--- config.mk ---
export PLATFORM = sky130hd
export DESIGN_NAME = farm_sensor_ctrl
export DESIGN_NICKNAME = d
export VERILOG_FILES = /design/src/rtl/farm_sensor_ctrl.sv
export SDC_FILE = /design/constraint.sdc
export NUM_CORES = 1
export LEC_CHECK = 0
export ABC_AREA = 1
export ABC_CLOCK_PERIOD_IN_PS = 1450
export CAP_MARGIN = 40
export CORE_AREA = 2 2 49 86
export DETAILED_ROUTE_END_ITERATION = 6
export DIE_AREA = 0 0 51 88
export SYNTH_ARGS = -nofsm -noshare
export SYNTH_HDL_FRONTEND = slang
export SYNTH_SLANG_ARGS = --single-unit
--- constraint.sdc ---
create_clock -name clk -period 1.45 [get_ports clk]
set_input_delay 0.145 -clock clk [delete_from_list [all_inputs] [get_ports clk]]
set_output_delay 0.145 -clock clk [all_outputs]
set_load 0.01 [all_outputs]
--- src/rtl/farm_sensor_ctrl.sv ---
// Farm-road vehicle detector conditioning: synchronise, debounce, count queued
// vehicles, drain them during farm green and raise the farm-road request c.
module farm_sensor_ctrl #(
    parameter int DEBOUNCE_CYC = 4,
    parameter int CNT_W        = 4,
    parameter int PASS_CYC     = 3,
    parameter int MIN_QUEUE    = 1
) (
    input  logic             clk,
    input  logic             rst_n,
    input  logic             sensor_raw,
    input  logic             fg,
    output logic             c,
    output logic [CNT_W-1:0] queue_cnt,
    output logic             ovf
);

    localparam int DW = $clog2(DEBOUNCE_CYC) + 1;
    localparam int PW = $clog2(PASS_CYC) + 1;
    localparam logic [DW-1:0]    DCNT_LAST = DW'(DEBOUNCE_CYC - 1);
    localparam logic [PW-1:0]    PTMR_LAST = PW'(PASS_CYC - 1);
    localparam logic [CNT_W-1:0] Q_MAX     = '1;
    localparam logic [CNT_W-1:0] Q_MIN     = CNT_W'(MIN_QUEUE);

    typedef enum logic [1:0] {IDLE, REQ, SERVE} state_t;

    logic             s1_reg, s2_reg;
    logic             db_reg, db_next;
    logic [DW-1:0]    dcnt_reg, dcnt_next;
    logic [PW-1:0]    ptmr_reg, ptmr_next;
    logic [CNT_W-1:0] q_reg, q_next;
    logic             ovf_reg, ovf_next;
    logic             c_reg, c_next;
    state_t           state_reg, state_next;
    logic             arrival, wrap, departure;

    // Debounce: the level only follows s2 after DEBOUNCE_CYC consecutive disagreeing samples.
    always_comb begin
        db_next   = db_reg;
        dcnt_next = '0;
        arrival   = 1'b0;
        if (s2_reg != db_reg) begin
            if (dcnt_reg == DCNT_LAST) begin
                db_next = s2_reg;
                arrival = s2_reg;
            end else begin
                dcnt_next = dcnt_reg + 1'b1;
            end
        end
    end

    always_comb begin
        ptmr_next = '0;
        wrap      = 1'b0;
        if (fg) begin
            if (ptmr_reg == PTMR_LAST) begin
                wrap = 1'b1;
            end else begin
                ptmr_next = ptmr_reg + 1'b1;
            end
        end
    end

    assign departure = wrap && (q_reg != '0);

    // Arrival and departure on the same edge cancel; a saturated arrival is dropped and flagged.
    always_comb begin
        q_next   = q_reg;
        ovf_next = ovf_reg;
        if (arrival && !departure) begin
            if (q_reg == Q_MAX) begin
                ovf_next = 1'b1;
            end else begin
                q_next = q_reg + 1'b1;
            end
        end else if (departure && !arrival) begin
            q_next = q_reg - 1'b1;
        end
    end

    always_comb begin
        state_next = state_reg;
        case (state_reg)
            IDLE:    if (q_next >= Q_MIN) state_next = REQ;
            REQ:     if (fg) state_next = SERVE;
            SERVE:   if (!fg) state_next = (q_next >= Q_MIN) ? REQ : IDLE;
            default: state_next = IDLE;
        endcase
        // Request drops mid-green once the queue is empty so the controller can leave early.
        c_next = (state_next == REQ) || ((state_next == SERVE) && (q_next != '0));
    end

    always_ff @(posedge clk) begin
        if (!rst_n) begin
            s1_reg    <= 1'b0;
            s2_reg    <= 1'b0;
            db_reg    <= 1'b0;
            dcnt_reg  <= '0;
            ptmr_reg  <= '0;
            q_reg     <= '0;
            ovf_reg   <= 1'b0;
            c_reg     <= 1'b0;
            state_reg <= IDLE;
        end else begin
            s1_reg    <= sensor_raw;
            s2_reg    <= s1_reg;
            db_reg    <= db_next;
            dcnt_reg  <= dcnt_next;
            ptmr_reg  <= ptmr_next;
            q_reg     <= q_next;
            ovf_reg   <= ovf_next;
            c_reg     <= c_next;
            state_reg <= state_next;
        end
    end

    assign c         = c_reg;
    assign queue_cnt = q_reg;
    assign ovf       = ovf_reg;

endmodule

After elaboration in Yosys (flattened, before gate mapping)
Index checks and enable logic that the tools add are counted.

cells by class
  add/sub/neg operators = 4
  magnitude comparators = 1
  equality and inequality tests = 8
  muxes and demuxes = 12
  bitwise gates (word level) = 3
  reductions and logical operators = 14

operator list
  operator                                                            count
  two-way mux 4 bit                                                   3
  nonzero test 4 bit                                                  2
  adder 3 x 1 -> 3 bit (second input constant)                        2
  == test 3 x 2 -> 1 bit (second input constant)                      2
  two-way mux 2 bit                                                   3
  case mux 2 bit (3 select lines)                                     1
  OR reduction 3 bit                                                  2
  two-way mux 1 bit                                                   5
  adder 4 x 1 -> 4 bit (second input constant)                        1
  == test 2 x 1 -> 1 bit (second input constant)                      2
  == test 2 bit (second input constant)                               2
  == test 4 bit (second input constant)                               1
  greater-or-equal comparator 4 x 1 -> 1 bit (second input constant)  1
  logical AND 1 bit                                                   4
  AND reduction 2 bit                                                 2
  subtractor 4 x 1 -> 4 bit (second input constant)                   1
  NOT 1 bit                                                           3
  zero test 1 bit                                                     2
  zero test 2 bit                                                     1
  logical OR 1 bit                                                    1
  != test 1 bit                                                       1

word-level totals
  register bits = 17
  output and inout port bits = 6
  word-level logic and storage cells = 51

Logic depth before layout (Yosys ltp)
  depth in word-level cells = 14
  depth in mapped cells = 16

Least setup slack after synthesis
OpenSTA, ideal clock, no wires.

  kind = reg2reg
  from = register q_reg[0] (netlist: queue_cnt[0])
  to = register c_reg (netlist: c)
  arrival time = 1527 ps
  data required time = 1336 ps
  slack = -190 ps
  cell stages (with the launch flop) = 15
  path buffers = 0
  period minus slack after synthesis = 1640 ps
  cell sequence = dfxtp_1 inv_1 ha_1 nand3_4 nand3_2 nand2_1 nand2_1 nand2_1 nand2_1 nor2_1 nand2_1 nand2_1 nand2_1 nand2_1 nand2_1

between the ends
  longest elaborated chain between the ends = 12

ends and longest elaborated chain
  item                                                               RTL line  RTL
  start: declaration                                                 31        logic [CNT_W-1:0] q_reg, q_next;
  start signal: assignment                                           110       q_reg <= q_next;
  branches (longest 4 deep; another with subtractor 4 x 1 -> 4 bit)  --
  two-way mux 4 bit *                                                70        if (arrival && !departure) begin
  greater-or-equal comparator 4 x 1 -> 1 bit                         84, 86
  two-way mux 1 bit                                                  86        SERVE: if (!fg) state_next = (q_next >= Q_MIN) ? REQ : IDLE;
  two-way mux 2 bit                                                  86
  case mux 2 bit (3 select lines)                                    83        case (state_reg)
  == test 2 bit                                                      90        c_next = (state_next == REQ) || ((state_next == SERVE) && (q_next != '0));
  logical AND 1 bit                                                  90
  logical OR 1 bit *                                                 90
  end signal: assignment                                             112       c_reg <= c_next;
  end: declaration                                                   33        logic c_reg, c_next;

Mark *: on every way between the ends.
A chain may end at the register's enable or synchronous reset.

Worst setup path in the final report
  from = register dcnt_reg[0]
  to = register c_reg (netlist: c)

between the ends
  longest elaborated chain between the ends = 14

ends and longest elaborated chain
  item                                        RTL line  RTL
  start: declaration                          29        logic [DW-1:0] dcnt_reg, dcnt_next;
  start signal: assignment                    108       dcnt_reg <= dcnt_next;
  == test 3 x 2 -> 1 bit *                    43        if (dcnt_reg == DCNT_LAST) begin
  two-way mux 1 bit *                         43
  two-way mux 1 bit *                         42        if (s2_reg != db_reg) begin
  zero test 1 bit                             76        end else if (departure && !arrival) begin
  logical AND 1 bit                           76
  two-way mux 4 bit                           76
  two-way mux 4 bit *                         70
  greater-or-equal comparator 4 x 1 -> 1 bit  84, 86
  two-way mux 1 bit                           86
  two-way mux 2 bit                           86
  case mux 2 bit (3 select lines)             83
  == test 2 bit                               90
  logical AND 1 bit                           90
  logical OR 1 bit *                          90

Mark *: on every way between the ends. The rest lies on a longest branch, timed or not.

==> out/metrics.yaml <==
synth_ff_type: "dfxtp_1"
grt-ovfl-total: 0
finalCritPeriodShare_pct: 115
cts-root-buf: "clkbuf_8"
hold_violations: 0
clkTransAtPathRegs_ns: 0.07
grt_max_degree: 12
num_vias: 914
synth.distinct_cells: 21
ys_ff_latch: 17
avgSynthCellArea_sq_um: 7.36
min_delay_worst_endpoint: "s1_reg"
insertion_delay_ns: 0.26
post-place-ws_ns: -0.290
first_pass_iters: 4
cts-hold-fix-buffers: 0
fmax_mhz: 600
start_kind: "flop"
crit_required_ns: 1.60
cts_buffer_depth: 2
cp-end-kind: "flop"
crit_fanout: 4
synth_area_leaders: "dfxtp_1 37%, nand2_1 13%, ha_1 8.2%"
multi_input_area_sq_um: 571
rrSetupSlack_ns: -0.22
yosys_warnings: 0
gp_congestion: 0.800
die_area_sq_um: 4490
whs_path_depth: 3
async_flop_share_pct: 0
r2r_start: "dcnt_reg[0]"
yosysSeqAreaShare_pct: 37.0
place_hpwl_mm: 1.81
slew_headroom_pct: 82.8
power_density_nw_per_um2: 614
dpl_cell_area_sq_um: 1340
slew_viol_final: 0
skew_ns: 0.00432
grt_pass1_wl_mm: 3.81
p_total_mw: 0.888
yosysMostFrequentCell: "nand2_1"
worst_slack_ns: -0.216
die_x_um: 51
antenna_found_initial: 0
syn-instance-count: 125
hp-class: "in2reg"
critPathKind: "reg2reg"
start_util_pct: 24.3
finalNetCount: 178
setup_tns_ns: -0.438
drtAntennaViolNets: 0
syn_nets: 135
core_area_sq_um: 3790
num_antenna_cells: 0
grt_usage_pct: 11.2
cap_violations: 0
wirelength_mm: 2.13
largest_register_ff_count: 4
nFillCells: 408
netlist_top_cells_count: "31 x nand2_1, 17 x dfxtp_1, 15 x inv_1, 15 x nor2_1, 10 x nand3_1"
drive_above_1_share_pct: 40.1
vias_per_cell: 4.25
arrival_ns: 1.82
synth.largest_area_cell: "dfxtp_1"
synth_edf_count: 0
htreeDepth: 1
rsz0062_at_grt: "true"
wl_per_cell_um: 9.89
floorplan.rows: 30
peakVddDrop_mv: 0.526
p_leak_nw: 0.727
grt_pass1_vias: 950
reg2reg_to: "c"
status: "finished with violations"
cts_tree: "built"
ioPinCount: 10
drtIter0Drc: 17
clkSinkCount: 17
netlist_area_sq_um: 920
cts_made_buffers: 3
chipHeight_um: 88
syn2layout_area_growth_pct: 57.3
setup_violations: 4
layout_min_cycle_time_ns: 1.67
drc: 0
synth.top_cell.area_share_pct: 37.0
min_from: "sensor_raw"
numPortBuffers: 9
final_cell_area_sq_um: 1450
seqCellArea_sq_um: 355
r2r_cells: 16
worstMarginPinSlew_ns: 0.256
violations: "setup timing"
## per-layer routing
layer | track usage (%) | part of all wire, % | vias to the layer above
met2 | 21.8 | 57 | 16
met4 | 7.86 | 4.6 | 0
met1 | 9.91 | 36 | 413
li1 | - | - | 475
met3 | 2.05 | 2.8 | 10
met5 | 0 | 0 | -
## worst max-delay path: stages, from the launching register on
cell     delay, ns
dfxtp_2       0.35
ha_4          0.14
ha_4          0.14
nand3_4       0.10
inv_4         0.08
nand2_4       0.05
buf_6         0.11
nand2_2       0.05
nand2_2       0.04
nand2_2       0.07
nand2_1       0.05
nor2_1        0.10
nand2_1       0.07
nand2_1       0.06
nand2_1       0.04
nand2_1       0.07
nand2_1       0.05
## how the worst max path moves through the flow
| stage | start | end | depth (start not counted) |
|---|---|---|---|
| 2_1_floorplan | dcnt_reg[1] | c | 15 |
| 3_3_place_gp | fg | c | 16 |
| 3_5_place_dp | fg | c | 16 |
| 4_1_cts | dcnt_reg[0] | c | 16 |
| 5_1_grt | dcnt_reg[0] | c | 16 |
| 6_report | dcnt_reg[0] | c | 16 |
## where the power goes
group	switching [mW]	leakage, nW	internal (mW)
clock	0.171	0.0217	0.194
combinational	0.0235	0.563	0.0247
sequential	0.00517	0.142	0.470
## layout by cell type (no fill, tap or decap), types with 4 or more instances in the layout
| master | instances |
|---|---|
| nor2_1 | 15 |
| ha_4 | 4 |
| nand4_1 | 4 |
| nand2_2 | 4 |
| nand3_1 | 9 |
| dfxtp_1 | 9 |
| dfxtp_2 | 6 |
| clkdlybuf4s50_1 | 7 |
| inv_1 | 11 |
| inv_2 | 5 |
| buf_4 | 29 |
| a21oi_1 | 6 |
| nand2_1 | 27 |
## kinds of logic (layout without fill, tap and decap cells)
kind of cell,after synthesis,count (layout),share of synthesized area [%]
XOR/XNOR,3,3,2.86
adder cells (fa/ha/maj),6,6,8.16
buffers and inverters,21,63,9.93
AND/OR/NAND/NOR,69,69,36.9
flip-flops,17,17,37.0
AO/OA/AOI/OAI,9,9,5.17
## per-stage QoR
step,util [%],hold slack (ns),cells
floorplan,-,0.238,125
global placement,35.4,0.393,208
detailed placement,35.4,0.401,208
CTS,37.6,0.412,214
global route,38.2,0.418,215
finish,38.2,0.411,215
## layout make-up
type	instances	share of cell area [%]
clock buffer	3	2.85
clock inverter	1	0.519
inverter	20	6.06
multi-input combinational	87	39.4
sequential	17	24.6
tap	48	4.15
timing repair buffer	39	22.4
## what timing repair did
action,CTS,global route
setup endpoints to repair,4,9
pin swaps,7,11
buffers inserted,2,1
gates resized for setup,7,5
Note: power is estimated with default switching activity, not from simulation.
